<file path="src/rtl/btn_debouncer.sv">
// Per-channel push-button debouncer: 2-flop synchroniser, stability-count FSM, clean level plus press/release pulses.
// Define BTN_DEBOUNCE_LONGPRESS_EN to add a one-shot long-press pulse per channel.
module btn_debouncer #(
  parameter int NB_BTN         = 4,
  parameter int NB_CNT         = 20,
  parameter int DEBOUNCE_LIMIT = 1000000,
  parameter int LONG_LIMIT     = 50000000
) (
  input  logic              clock,
  input  logic              reset,
  input  logic [NB_BTN-1:0] i_btn,
  output logic [NB_BTN-1:0] o_btn_level,
  output logic [NB_BTN-1:0] o_btn_press,
  output logic [NB_BTN-1:0] o_btn_release,
  output logic [NB_BTN-1:0] o_btn_long
);

  typedef enum logic [1:0] {RELEASED, PRESS_WAIT, PRESSED, RELEASE_WAIT} state_t;

  // The entering observation counts as the first, so a change is accepted on
  // the DEBOUNCE_LIMIT-th consecutive observation of the new value.
  localparam logic [NB_CNT-1:0] LIMIT_M1 = NB_CNT'(DEBOUNCE_LIMIT - 1);
  localparam bit                LIMIT_IS_ONE = (DEBOUNCE_LIMIT == 1);

  logic [NB_BTN-1:0] sync1, sync2;
  state_t            state [NB_BTN];
  logic [NB_CNT-1:0] cnt   [NB_BTN];
  logic [NB_BTN-1:0] press_acc, rel_acc;

  always_comb begin
    press_acc = '0;
    rel_acc   = '0;
    for (int i = 0; i < NB_BTN; i++) begin
      press_acc[i] = sync2[i] &&
                     ((state[i] == RELEASED && LIMIT_IS_ONE) ||
                      (state[i] == PRESS_WAIT && cnt[i] == LIMIT_M1));
      rel_acc[i]   = !sync2[i] &&
                     ((state[i] == PRESSED && LIMIT_IS_ONE) ||
                      (state[i] == RELEASE_WAIT && cnt[i] == LIMIT_M1));
    end
  end

  // NOTE: all state here is sequential, so every assignment is non-blocking;
  // the pulse defaults below are then overridden within the same edge.
  always_ff @(posedge clock or posedge reset) begin
    if (reset) begin
      sync1         <= '0;
      sync2         <= '0;
      o_btn_level   <= '0;
      o_btn_press   <= '0;
      o_btn_release <= '0;
      for (int i = 0; i < NB_BTN; i++) begin
        state[i] <= RELEASED;
        cnt[i]   <= '0;
      end
    end else begin
      sync1         <= i_btn;
      sync2         <= sync1;
      o_btn_press   <= '0;
      o_btn_release <= '0;
      for (int i = 0; i < NB_BTN; i++) begin
        if (press_acc[i]) begin
          state[i]       <= PRESSED;
          cnt[i]         <= '0;
          o_btn_level[i] <= 1'b1;
          o_btn_press[i] <= 1'b1;
        end else if (rel_acc[i]) begin
          state[i]         <= RELEASED;
          cnt[i]           <= '0;
          o_btn_level[i]   <= 1'b0;
          o_btn_release[i] <= 1'b1;
        end else begin
          case (state[i])
            RELEASED: begin
              if (sync2[i]) begin
                state[i] <= PRESS_WAIT;
                cnt[i]   <= NB_CNT'(1);
              end else begin
                cnt[i] <= '0;
              end
            end
            PRESS_WAIT: begin
              if (!sync2[i]) begin
                state[i] <= RELEASED;
                cnt[i]   <= '0;
              end else begin
                cnt[i] <= cnt[i] + NB_CNT'(1);
              end
            end
            PRESSED: begin
              if (!sync2[i]) begin
                state[i] <= RELEASE_WAIT;
                cnt[i]   <= NB_CNT'(1);
              end else begin
                cnt[i] <= '0;
              end
            end
            RELEASE_WAIT: begin
              if (sync2[i]) begin
                state[i] <= PRESSED;
                cnt[i]   <= '0;
              end else begin
                cnt[i] <= cnt[i] + NB_CNT'(1);
              end
            end
            default: begin
              state[i] <= RELEASED;
              cnt[i]   <= '0;
            end
          endcase
        end
      end
    end
  end

`ifdef BTN_DEBOUNCE_LONGPRESS_EN
  localparam int              HOLD_W    = $clog2(LONG_LIMIT + 1);
  localparam logic [HOLD_W-1:0] HOLD_MAX = HOLD_W'(LONG_LIMIT);
  localparam logic [HOLD_W-1:0] HOLD_M1  = HOLD_W'(LONG_LIMIT - 1);

  logic [HOLD_W-1:0] hold [NB_BTN];

  // Hold time counts while the button is accepted as down; saturating at the
  // limit makes the long pulse fire at most once per press.
  always_ff @(posedge clock or posedge reset) begin
    if (reset) begin
      o_btn_long <= '0;
      for (int i = 0; i < NB_BTN; i++) hold[i] <= '0;
    end else begin
      o_btn_long <= '0;
      for (int i = 0; i < NB_BTN; i++) begin
        if ((state[i] == PRESSED || state[i] == RELEASE_WAIT) && !rel_acc[i]) begin
          if (hold[i] != HOLD_MAX) begin
            hold[i]       <= hold[i] + HOLD_W'(1);
            o_btn_long[i] <= (hold[i] == HOLD_M1);
          end
        end else begin
          hold[i] <= '0;
        end
      end
    end
  end
`else
  // Constant zero; the comparison only keeps LONG_LIMIT referenced.
  assign o_btn_long = {NB_BTN{LONG_LIMIT < 0}};
`endif

endmodule
</file>
<file path="config.mk">
export PLATFORM = sky130hd
export DESIGN_NAME = btn_debouncer
export DESIGN_NICKNAME = d
export VERILOG_FILES = /design/src/rtl/btn_debouncer.sv
export SDC_FILE = /design/constraint.sdc
export NUM_CORES = 1
export LEC_CHECK = 0
export ABC_AREA = 1
export ABC_CLOCK_PERIOD_IN_PS = 4150
export CAP_MARGIN = 20
export CORE_MARGIN = 4
export CORE_UTILIZATION = 55
export DETAILED_ROUTE_END_ITERATION = 6
export GPL_TIMING_DRIVEN = 0
export PLACE_DENSITY = 0.84
export SLEW_MARGIN = 20
export SYNTH_ARGS = -nofsm -noshare
export SYNTH_HDL_FRONTEND = slang
export SYNTH_SLANG_ARGS = --single-unit
</file>
<file path="constraint.sdc">
create_clock -name clock -period 4.15 [get_ports clock]
set_input_delay 0.6225 -clock clock [delete_from_list [all_inputs] [get_ports clock]]
set_output_delay 0.6225 -clock clock [all_outputs]
set_load 0.03 [all_outputs]
</file>
==> flow_summary.ini, run 1 <==
[placement]
dp_cells = 898
place_congestion = 0.8889
detailedPlacementHpwl_mm = 7.820
buffer_ports.inserted = 17
placement.cell_area_sq_um = 6072
dp_worst_setup_slack_ns = 2.439

[synth]
synth_cells = 744
syn-cell-area_sq_um = 5692
yosys_warnings = 0
ys_async_sr_fraction_pct = 100.0
synth_top_cell_area_share_pct = 47.48
post_synth_main_area_contributors = sky130_fd_sc_hd__dfrtp_1 (47%), sky130_fd_sc_hd__nand2_1 (13%), sky130_fd_sc_hd__nor2_1 (11%)
synth_largest_area_cell = sky130_fd_sc_hd__dfrtp_1
avg_inst_size_synth_sq_um = 7.650
synth_top_flop_cell = sky130_fd_sc_hd__dfrtp_1
edff_count_synth = 0
yosysUniqueCellTypes = 27
flip_flop_and_latch_count_after_synthesis = 108
synth.yosys.seq_area_share_pct = 47.48

[timing]
fin_crit_sh_pct = 49.28
final-setup-viol-count = 0
report.final.slew_viol_count = 0
finalClockSkew_ns = 0.01035
min_period_ns = 2.045
hold_viol_final = 0
rsz0062_at_grt = false
fmaxAchievable_ghz = 0.4889
finalSetupTns_ns = 0
postLayoutSetupSlackWorst_ns = 2.105

[power]
irDropWorstVdd_uv = 172.9
cellLeakagePower_uw = 0.002788
power.density_cell_area_nw_per_um2 = 279.9

[detailed_routing]
drt-vias-per-instance = 5.003
ant_nets = 0
routed_wl_mm = 10.80
detailed_router_s_first_iteration_violation_count = 224
post-route-drc-count = 0
route.vias.total = 4573
drtPass1Iterations = 5
wire_per_inst_um = 11.82

[global_route]
initial_antenna_violation_count = 0
grt_pass1_vias = 4358
grt_overall_usage_pct = 20.03
overflow = 0
grt_pass1_wl_mm = 19.49
largest_net_degree_at_the_start_of_global_routing = 84

[cells_and_area]
finalNetCount = 786
area_added_between_synthesis_and_finish_pct = 9.848
final-instance-count-excl-fill = 914
post-route-cell-area_sq_um = 6252
layout.core_utilization_pct = 63.09
antenna_cells = 0
post_route_cells_drive_above_1_share_pct = 7.042
layout_commonest_cell = sky130_fd_sc_hd__nand2_1
layout.cells.most_common_list = sky130_fd_sc_hd__nand2_1 (194), sky130_fd_sc_hd__nor2_1 (169), sky130_fd_sc_hd__dfrtp_1 (108)

[critical_path]
critical_path_arrival_ns = 1.42
worst-path-buf-inv = 1
critical-path-slowest-cell = sky130_fd_sc_hd__clkdlybuf4s50_1
cp_slowest_stage_delay_ns = 0.70
critical_path.endpoint_type = primary output
worstSetupPathType = flop to primary output
worstPathRequired_ns = 3.53
worstSetupStartpointType = flop
worst-path-max-fanout = 2
worstPathCellList = clkdlybuf4s50_1
cpLargestDelayFamily = buffers and inverters

[cts]
clock_latency_ns = 0.37
post_cts_resize_count = 0
cts-buffers-inserted = 9
ctsHoldBuffers = 0
cts_max_path_buffers = 2
post-cts-setup-buffer-count = 0
cts_tree = yes
clock_sink_count = 108
ctsHtreeMaxLevel = 3
root_buffer = sky130_fd_sc_hd__clkbuf_8
clk_pin_slew_worst_paths_ns = 0.09

[min_path]
hp-class = flop to flop

[floorplan]
die-height_um = 109.7
die_width_um = 109.7
die_area_sq_um = 12040
coreArea_sq_um = 9910
starting_density_of_the_core_pct = 57.44
fp-row-count = 36
pin_count = 22

[run]
maximum_capacitance_violations = 0

[status]
run_status = completed
-- synthesized netlist by cell type (2+ instances only) --
cell type / n
sky130_fd_sc_hd__nor2_4: 5
sky130_fd_sc_hd__clkbuf_1: 3
sky130_fd_sc_hd__nand3b_1: 3
sky130_fd_sc_hd__or2_2: 2
sky130_fd_sc_hd__nand3_2: 3
sky130_fd_sc_hd__nand2_2: 2
sky130_fd_sc_hd__inv_1: 91
sky130_fd_sc_hd__ha_1: 4
sky130_fd_sc_hd__nor2_1: 169
sky130_fd_sc_hd__xnor2_1: 9
sky130_fd_sc_hd__o21bai_1: 9
sky130_fd_sc_hd__inv_2: 3
sky130_fd_sc_hd__nand4_1: 18
sky130_fd_sc_hd__buf_4: 4
sky130_fd_sc_hd__buf_6: 3
sky130_fd_sc_hd__nand3_1: 40
sky130_fd_sc_hd__xor2_1: 38
sky130_fd_sc_hd__nand2_1: 194
sky130_fd_sc_hd__nor2_2: 15
sky130_fd_sc_hd__o21ai_0: 9
sky130_fd_sc_hd__nor3_1: 7
sky130_fd_sc_hd__dfrtp_1: 108
-- kinds of logic (layout without fill, tap and decap cells) --
group / Yosys count / in the layout / synth area share (%)
AOI/OAI and AO/OA: 20 / 20 / 2.396
xor gates and xnor gates: 47 / 47 / 7.232
adders and majority gates: 4 / 4 / 0.8793
buffers and inverters: 105 / 139 / 7.782
DFF: 108 / 108 / 47.48
other: 1 / 4 / 0.06589
and+or+nand+nor: 459 / 459 / 34.16
-- path summary, 6_finish.rpt --
check	from	endpoint	slack, ns	cells after the start
hold / removal	sync1[2]	sync2[2]	0.36	0
max in group asynchronous	reset	cnt[38]	2.91	3
setup / recovery	o_btn_level[2]	o_btn_level[2]	2.10	1
hold reg to reg	sync1[2]	sync2[2]	0.36	0
min in group asynchronous	reset	sync1[0]	0.56	2
setup reg to reg	cnt[60]	cnt[66]	2.42	9
-- final cells by class --
type	count	area (sq um)
Buffer	11	90.09
Clock buffer	13	158.9
Clock inverter	3	21.27
Fill cell	847	3657
Inverter	94	357.8
Multi-Input combinational cell	534	2557
Sequential cell	108	2703
Tap cell	133	166.4
Timing Repair Buffer	18	197.7
-- where the power goes --
part | internal, uW | switching, uW | total (uW)
Clock | 253 | 350 | 602
Combinational | 23.7 | 54.0 | 77.7
Sequential | 1060 | 8.00 | 1070
Total | 1340 | 412 | 1750
-- per-stage QoR --
stage               hold slack (ns)  total power [uW]
global placement             0.3365              1164
floorplan                    0.3312              1145
finish                       0.3612              1750
CTS                          0.3611              1768
global route                 0.3725              1824
detailed placement           0.3379              1170
-- metal layers --
layer  wire (um)  vias to the layer above  track usage [%]  part of all wire, %
met5           0                        -                0                    0
met4         194                        0            8.192                  1.8
met3         405                       21            3.171                  3.7
met2        5202                       95            32.39                   48
met1        5001                     2132            26.98                   46
li1            -                     2325                -                    -
-- worst reg2reg max path, cell delays in order (launching register included) --
cell	delay [ns]
sky130_fd_sc_hd__dfrtp_1	0.42
sky130_fd_sc_hd__ha_1	0.23
sky130_fd_sc_hd__nand2_1	0.14
sky130_fd_sc_hd__inv_1	0.07
sky130_fd_sc_hd__nand2_1	0.09
sky130_fd_sc_hd__nor2_1	0.07
sky130_fd_sc_hd__nand2_1	0.10
sky130_fd_sc_hd__nand3_2	0.22
sky130_fd_sc_hd__buf_6	0.24
sky130_fd_sc_hd__nor2_1	0.10
-- sequential cells by signal, summed over array words and instances (netlist names) --
signal,count
cnt,80
o_btn_level,4
o_btn_press,4
o_btn_release,4
state,8
sync1,4
sync2,4
(Power assumes the default switching activity.)
==> run 2, diff against run 1 <==
ABC_CLOCK_PERIOD_IN_PS = 1900   (was 4150)
clock period = 1.9 ns   (was 4.15 ns; I/O delays follow)
==> run 2 against run 1 <==
Net effect: setup slack got worse by 1.9 ns; worst hold slack got worse by 0.042 ns; via count rose by 1.4%; power rose by 140%; largest power group unchanged; clock power rose to 2.7 times the previous value.
==> flow_summary.ini, run 2 (synthesis gave the netlist of run 1 again) <==
[cts]
cts_max_path_buffers = 2
cts-buffers-inserted = 9
clock_latency_ns = 0.37
post-cts-setup-buffer-count = 0
post_cts_resize_count = 0
cts_tree = yes
ctsHoldBuffers = 0
ctsHtreeMaxLevel = 3
root_buffer = sky130_fd_sc_hd__clkbuf_8
clock_sink_count = 108
clk_pin_slew_worst_paths_ns = 0.10

[floorplan]
fp-row-count = 36
die-height_um = 109.7
pin_count = 22
starting_density_of_the_core_pct = 57.44
die_area_sq_um = 12040
coreArea_sq_um = 9910
die_width_um = 109.7

[power]
cellLeakagePower_uw = 0.002849
internal-power_uw = 3179
seqPwrFrac_pct = 56.6
irDropWorstVdd_uv = 379.3
sw_frac_of_total_pct = 22.95
combPwrFrac_pct = 4.6
switchingPower_uw = 947.1
clock_power_share_pct = 38.8
power.density_cell_area_nw_per_um2 = 646.1

[critical_path]
critical_path_arrival_ns = 1.44
worstSetupPathType = flop to primary output
cpLargestDelayFamily = buffers and inverters
critical-path-slowest-cell = sky130_fd_sc_hd__clkdlybuf4s50_1
worstSetupStartpointType = flop
worst-path-buf-inv = 1
worstPathRequired_ns = 1.62
critical_path_depth = 1
worstPathCellList = clkdlybuf4s50_1
worst-path-max-fanout = 2
critical_path.endpoint_type = primary output
cp_slowest_stage_delay_ns = 0.69
reg2reg_depth = 9

[timing]
min_period_ns = 1.727
fmaxAchievable_ghz = 0.5791
hold_viol_final = 0
slew_headroom_pct = 62.87
report.final.slew_viol_count = 0
postLayoutSetupSlackWorst_ns = 0.1731
rsz0062_at_grt = false
hold_ws_ns = 0.3197
final-setup-viol-count = 0
worst_max_slew_pin_slew_ns = 0.5557
fin_crit_sh_pct = 90.89
finalSetupTns_ns = 0
finalClockSkew_ns = 0.01066

[global_route]
grt_pass1_vias = 4593
overflow = 0
initial_antenna_violation_count = 0
grt_overall_usage_pct = 20.10
largest_net_degree_at_the_start_of_global_routing = 27
grt_pass1_wl_mm = 19.59

[detailed_routing]
routed_wl_mm = 11.13
route.vias.total = 4636
wire_per_inst_um = 12.13
detailed_router_s_first_iteration_violation_count = 175
post-route-drc-count = 0
ant_nets = 0
drt-vias-per-instance = 5.056
drtPass1Iterations = 5

[cells_and_area]
layout.cells.most_common_list = sky130_fd_sc_hd__nand2_1 (194), sky130_fd_sc_hd__nor2_1 (169), sky130_fd_sc_hd__dfrtp_1 (108)
largest-register = cnt
top_flop_regs = cnt x80, state x8
nFillCells = 808
area_added_between_synthesis_and_finish_pct = 12.20
largest_register_ffs = 80
final-instance-count-excl-fill = 917
antenna_cells = 0
layout_commonest_cell = sky130_fd_sc_hd__nand2_1
post_route_cells_drive_above_1_share_pct = 7.653
finalNetCount = 789

[run]
maximum_capacitance_violations = 0

[placement]
detailedPlacementHpwl_mm = 8.199
buffer_ports.inserted = 17
dp_cells = 901
place_congestion = 0.9189
dp_worst_setup_slack_ns = 0.2201

[min_path]
hp-class = input pin to asynchronous set/reset pin

[status]
run_status = completed
==> run 2: cell count changes in the layout (fill, tap and decap cells not counted) <==
cell                        before  now
sky130_fd_sc_hd__buf_16          1    4
sky130_fd_sc_hd__bufinv_16       0    2
sky130_fd_sc_hd__clkbuf_1        5    3
sky130_fd_sc_hd__clkinv_4        1    3
sky130_fd_sc_hd__clkbuf_8       11   10
sky130_fd_sc_hd__clkinv_2        1    0
==> run 2: metal layers <==
layer | GRT usage, % | vias up | wire [um]
met2 | 33.74 | 128 | 5459
met4 | 8.192 | 0 | 200
li1 | - | 2330 | -
met5 | 0 | - | 0
met1 | 26.22 | 2157 | 4905
met3 | 2.877 | 21 | 562
==> run 2: final timing paths <==
kind	endpoint	startpoint	slack, ns
worst min register to register	sync2[1]	sync1[1]	0.36
worst max-delay path	o_btn_level[2]	o_btn_level[2]	0.17
worst min-delay path	cnt[76]	reset	0.32
worst max register to register	cnt[18]	cnt[0]	0.20
max in group asynchronous	cnt[27]	reset	0.93
min in group clock	sync1[3]	i_btn[3]	0.35
==> run 2: power groups by stage <==
stage                     clock, uW  sequential (uW)  combinational (uW)
after detailed placement          0             2380                 195
after global routing           1720             2340                 214
after global placement            0             2380                 161
after floorplan                   0             2380                 124
final                          1600             2340                 190
after CTS                      1620             2340                 195
==> run 2: stage by stage <==
| step | utilization (%) | instance area (sq um) | power (uW) |
|---|---|---|---|
| 2_1_floorplan | - | 5707 | 2502 |
| 3_3_place_gp | 60.98 | 6043 | 2542 |
| 3_5_place_dp | 62.10 | 6153 | 2577 |
| 4_1_cts | 64.44 | 6386 | 4152 |
| 5_1_grt | 64.44 | 6386 | 4273 |
| 6_report | 64.44 | 6386 | 4126 |
==> run 2: cell type report <==
| cell class | count | area (sq um) | area share, % |
|---|---|---|---|
| clock buffer | 10 | 137.6 | 2.155 |
| timing repair buffer | 21 | 280.3 | 4.389 |
| tap | 133 | 166.4 | 2.606 |
| clock inverter | 6 | 95.09 | 1.489 |
| multi-input combinational | 534 | 2557 | 40.05 |
| sequential | 108 | 2703 | 42.32 |
| buffer | 11 | 90.09 | 1.411 |
| inverter | 94 | 356.6 | 5.584 |
==> run 3, diff against run 2 <==
ABC_CLOCK_PERIOD_IN_PS = 1500   (was 1900)
PLACE_DENSITY = 0.87   (was 0.84)
clock period = 1.5 ns   (was 1.9 ns; I/O delays follow)
==> run 3 against run 2 <==
Net effect: critical path depth up 7; cell count up 5.6%; worst hold slack worse by 0.084 ns; global-route usage up 1.8 points; critical endpoint is now cnt[23]; die area unchanged; setup slack worse by 0.25 ns; routed wire length up 31%; final area up 15%; sequential cell count unchanged; the flow now finishes with violations (setup timing); sequential power up 27%; sequential share of layout area down 5.3 points.
==> flow_summary.ini, run 3 (synthesis gave the netlist of run 1 again) <==
[critical_path]
worst-path-max-fanout = 5
worstPathRequired_ns = 1.76
worstSetupPathType = flop to flop
critical_path_arrival_ns = 1.83
reg2reg_depth = 8
worstSetupStartpointType = flop
critical_path.endpoint_type = flop

[power]
cellLeakagePower_uw = 0.003257
power.density_cell_area_nw_per_um2 = 730.7
irDropWorstVdd_uv = 659.5

[timing]
fin_crit_sh_pct = 105.1
worst_max_slew_pin_slew_ns = 0.5422
report.final.slew_viol_count = 0
hold_viol_final = 0
min_period_ns = 1.576
postLayoutSetupSlackWorst_ns = -0.07627
finalClockSkew_ns = 0.01344
hold_ws_ns = 0.2359
final-setup-viol-count = 30
finalSetupTns_ns = -0.9757
slew_headroom_pct = 63.78
fmaxAchievable_ghz = 0.6344
rsz0062_at_grt = true

[detailed_routing]
route.vias.total = 5244
detailed_router_s_first_iteration_violation_count = 428
drtPass1Iterations = 5
drt-vias-per-instance = 5.417
ant_nets = 0
wire_per_inst_um = 15.10
routed_wl_mm = 14.62
post-route-drc-count = 0

[global_route]
grt_pass1_vias = 4767
grt_overall_usage_pct = 21.93
overflow = 0
largest_net_degree_at_the_start_of_global_routing = 35
grt_pass1_wl_mm = 20.96
initial_antenna_violation_count = 0

[cts]
clk_pin_slew_worst_paths_ns = 0.11
root_buffer = sky130_fd_sc_hd__clkbuf_8
clock_latency_ns = 0.38
cts_max_path_buffers = 2
cts-buffers-inserted = 9
ctsHoldBuffers = 0
ctsHtreeMaxLevel = 3
cts_tree = yes
clock_sink_count = 108

[cells_and_area]
final-instance-count-excl-fill = 968
nFillCells = 648
area_added_between_synthesis_and_finish_pct = 28.69
finalNetCount = 840
largest_register_ffs = 80
area.sequential_sq_um = 2710
multiInputGateArea_sq_um = 3003
largest-register = cnt
antenna_cells = 0
top_flop_regs = cnt x80, state x8
post_route_cells_drive_above_1_share_pct = 27.31
layout_commonest_cell = sky130_fd_sc_hd__nand2_1
layout.cells.most_common_list = sky130_fd_sc_hd__nand2_1 (171), sky130_fd_sc_hd__dfrtp_1 (102), sky130_fd_sc_hd__nor2_1 (101)

[run]
maximum_capacitance_violations = 0

[placement]
buffer_ports.inserted = 17
place_congestion = 0.8947
dp_cells = 900
detailedPlacementHpwl_mm = 7.954

[floorplan]
coreArea_sq_um = 9910
die_area_sq_um = 12040
fp-row-count = 36
pin_count = 22
starting_density_of_the_core_pct = 57.44
die_width_um = 109.7
die-height_um = 109.7

[status]
failed_checks = setup timing
run_status = complete, but fails checks

[min_path]
hp-class = input pin to asynchronous set/reset pin
run 3: final timing paths:
path | from | endpoint | slack, ns
max | cnt[21] | cnt[23] | -0.08
min | reset | cnt[39] | 0.24
max reg2reg | cnt[21] | cnt[23] | -0.08
min reg2reg | sync1[0] | sync2[0] | 0.36
max in group asynchronous | reset | cnt[15] | 0.72
min in group clock | i_btn[2] | sync1[2] | 0.28
run 3: cell type report:
cell class / instances / share of cell area, %
Tap cell: 133 / 2.272
Timing Repair Buffer: 72 / 10.42
Buffer: 11 / 1.281
Clock buffer: 10 / 1.879
Inverter: 94 / 4.868
Clock inverter: 6 / 1.281
Multi-Input combinational cell: 534 / 41.00
Sequential cell: 108 / 37.00
run 3: critical path, stage by stage (launching register included):
cell                      delay, ns
sky130_fd_sc_hd__dfrtp_1       0.44
sky130_fd_sc_hd__ha_4          0.19
sky130_fd_sc_hd__nand2_4       0.06
sky130_fd_sc_hd__nor2_4        0.11
sky130_fd_sc_hd__nand3_2       0.12
sky130_fd_sc_hd__o21ai_4       0.21
sky130_fd_sc_hd__buf_12        0.16
sky130_fd_sc_hd__buf_8         0.13
sky130_fd_sc_hd__nor2_2        0.04
run 3: metal layers:
| metal | wire length, um | vias to the layer above | GRT usage [%] | part of all wire [%] |
|---|---|---|---|---|
| li1 | - | 2442 | - | - |
| met1 | 5760 | 2498 | 27.31 | 39 |
| met2 | 7474 | 244 | 38.45 | 51 |
| met3 | 863 | 60 | 4.521 | 5.9 |
| met4 | 523 | 0 | 6.500 | 3.6 |
| met5 | 0 | - | 0 | 0 |
run 3: report_power, final:
group          switching, uW  internal (uW)  total, uW
Sequential              28.4           2940       2970
Clock                   1020           1000       2030
Combinational            204            152        356
run 3: through the flow:
| step | power [uW] | cell area [sq um] | setup slack, ns | util [%] |
|---|---|---|---|---|
| after floorplan | 3170 | 5707 | -0.02650 | - |
| after global placement | 3221 | 6043 | -1.027 | 60.98 |
| after detailed placement | 3252 | 6111 | -0.2780 | 61.67 |
| after CTS | 5316 | 6676 | -0.08228 | 67.37 |
| after global routing | 5545 | 7325 | -0.1754 | 73.91 |
| final | 5352 | 7325 | -0.07627 | 73.91 |
run 3: repair_timing:
| item | CTS | global route |
|---|---|---|
| cloned | 2 | 2 |
| buffers inserted | 16 | 32 |
| pin swaps | 11 | 36 |
| resized for setup | 44 | 126 |
| setup endpoints to repair | 89 | 94 |
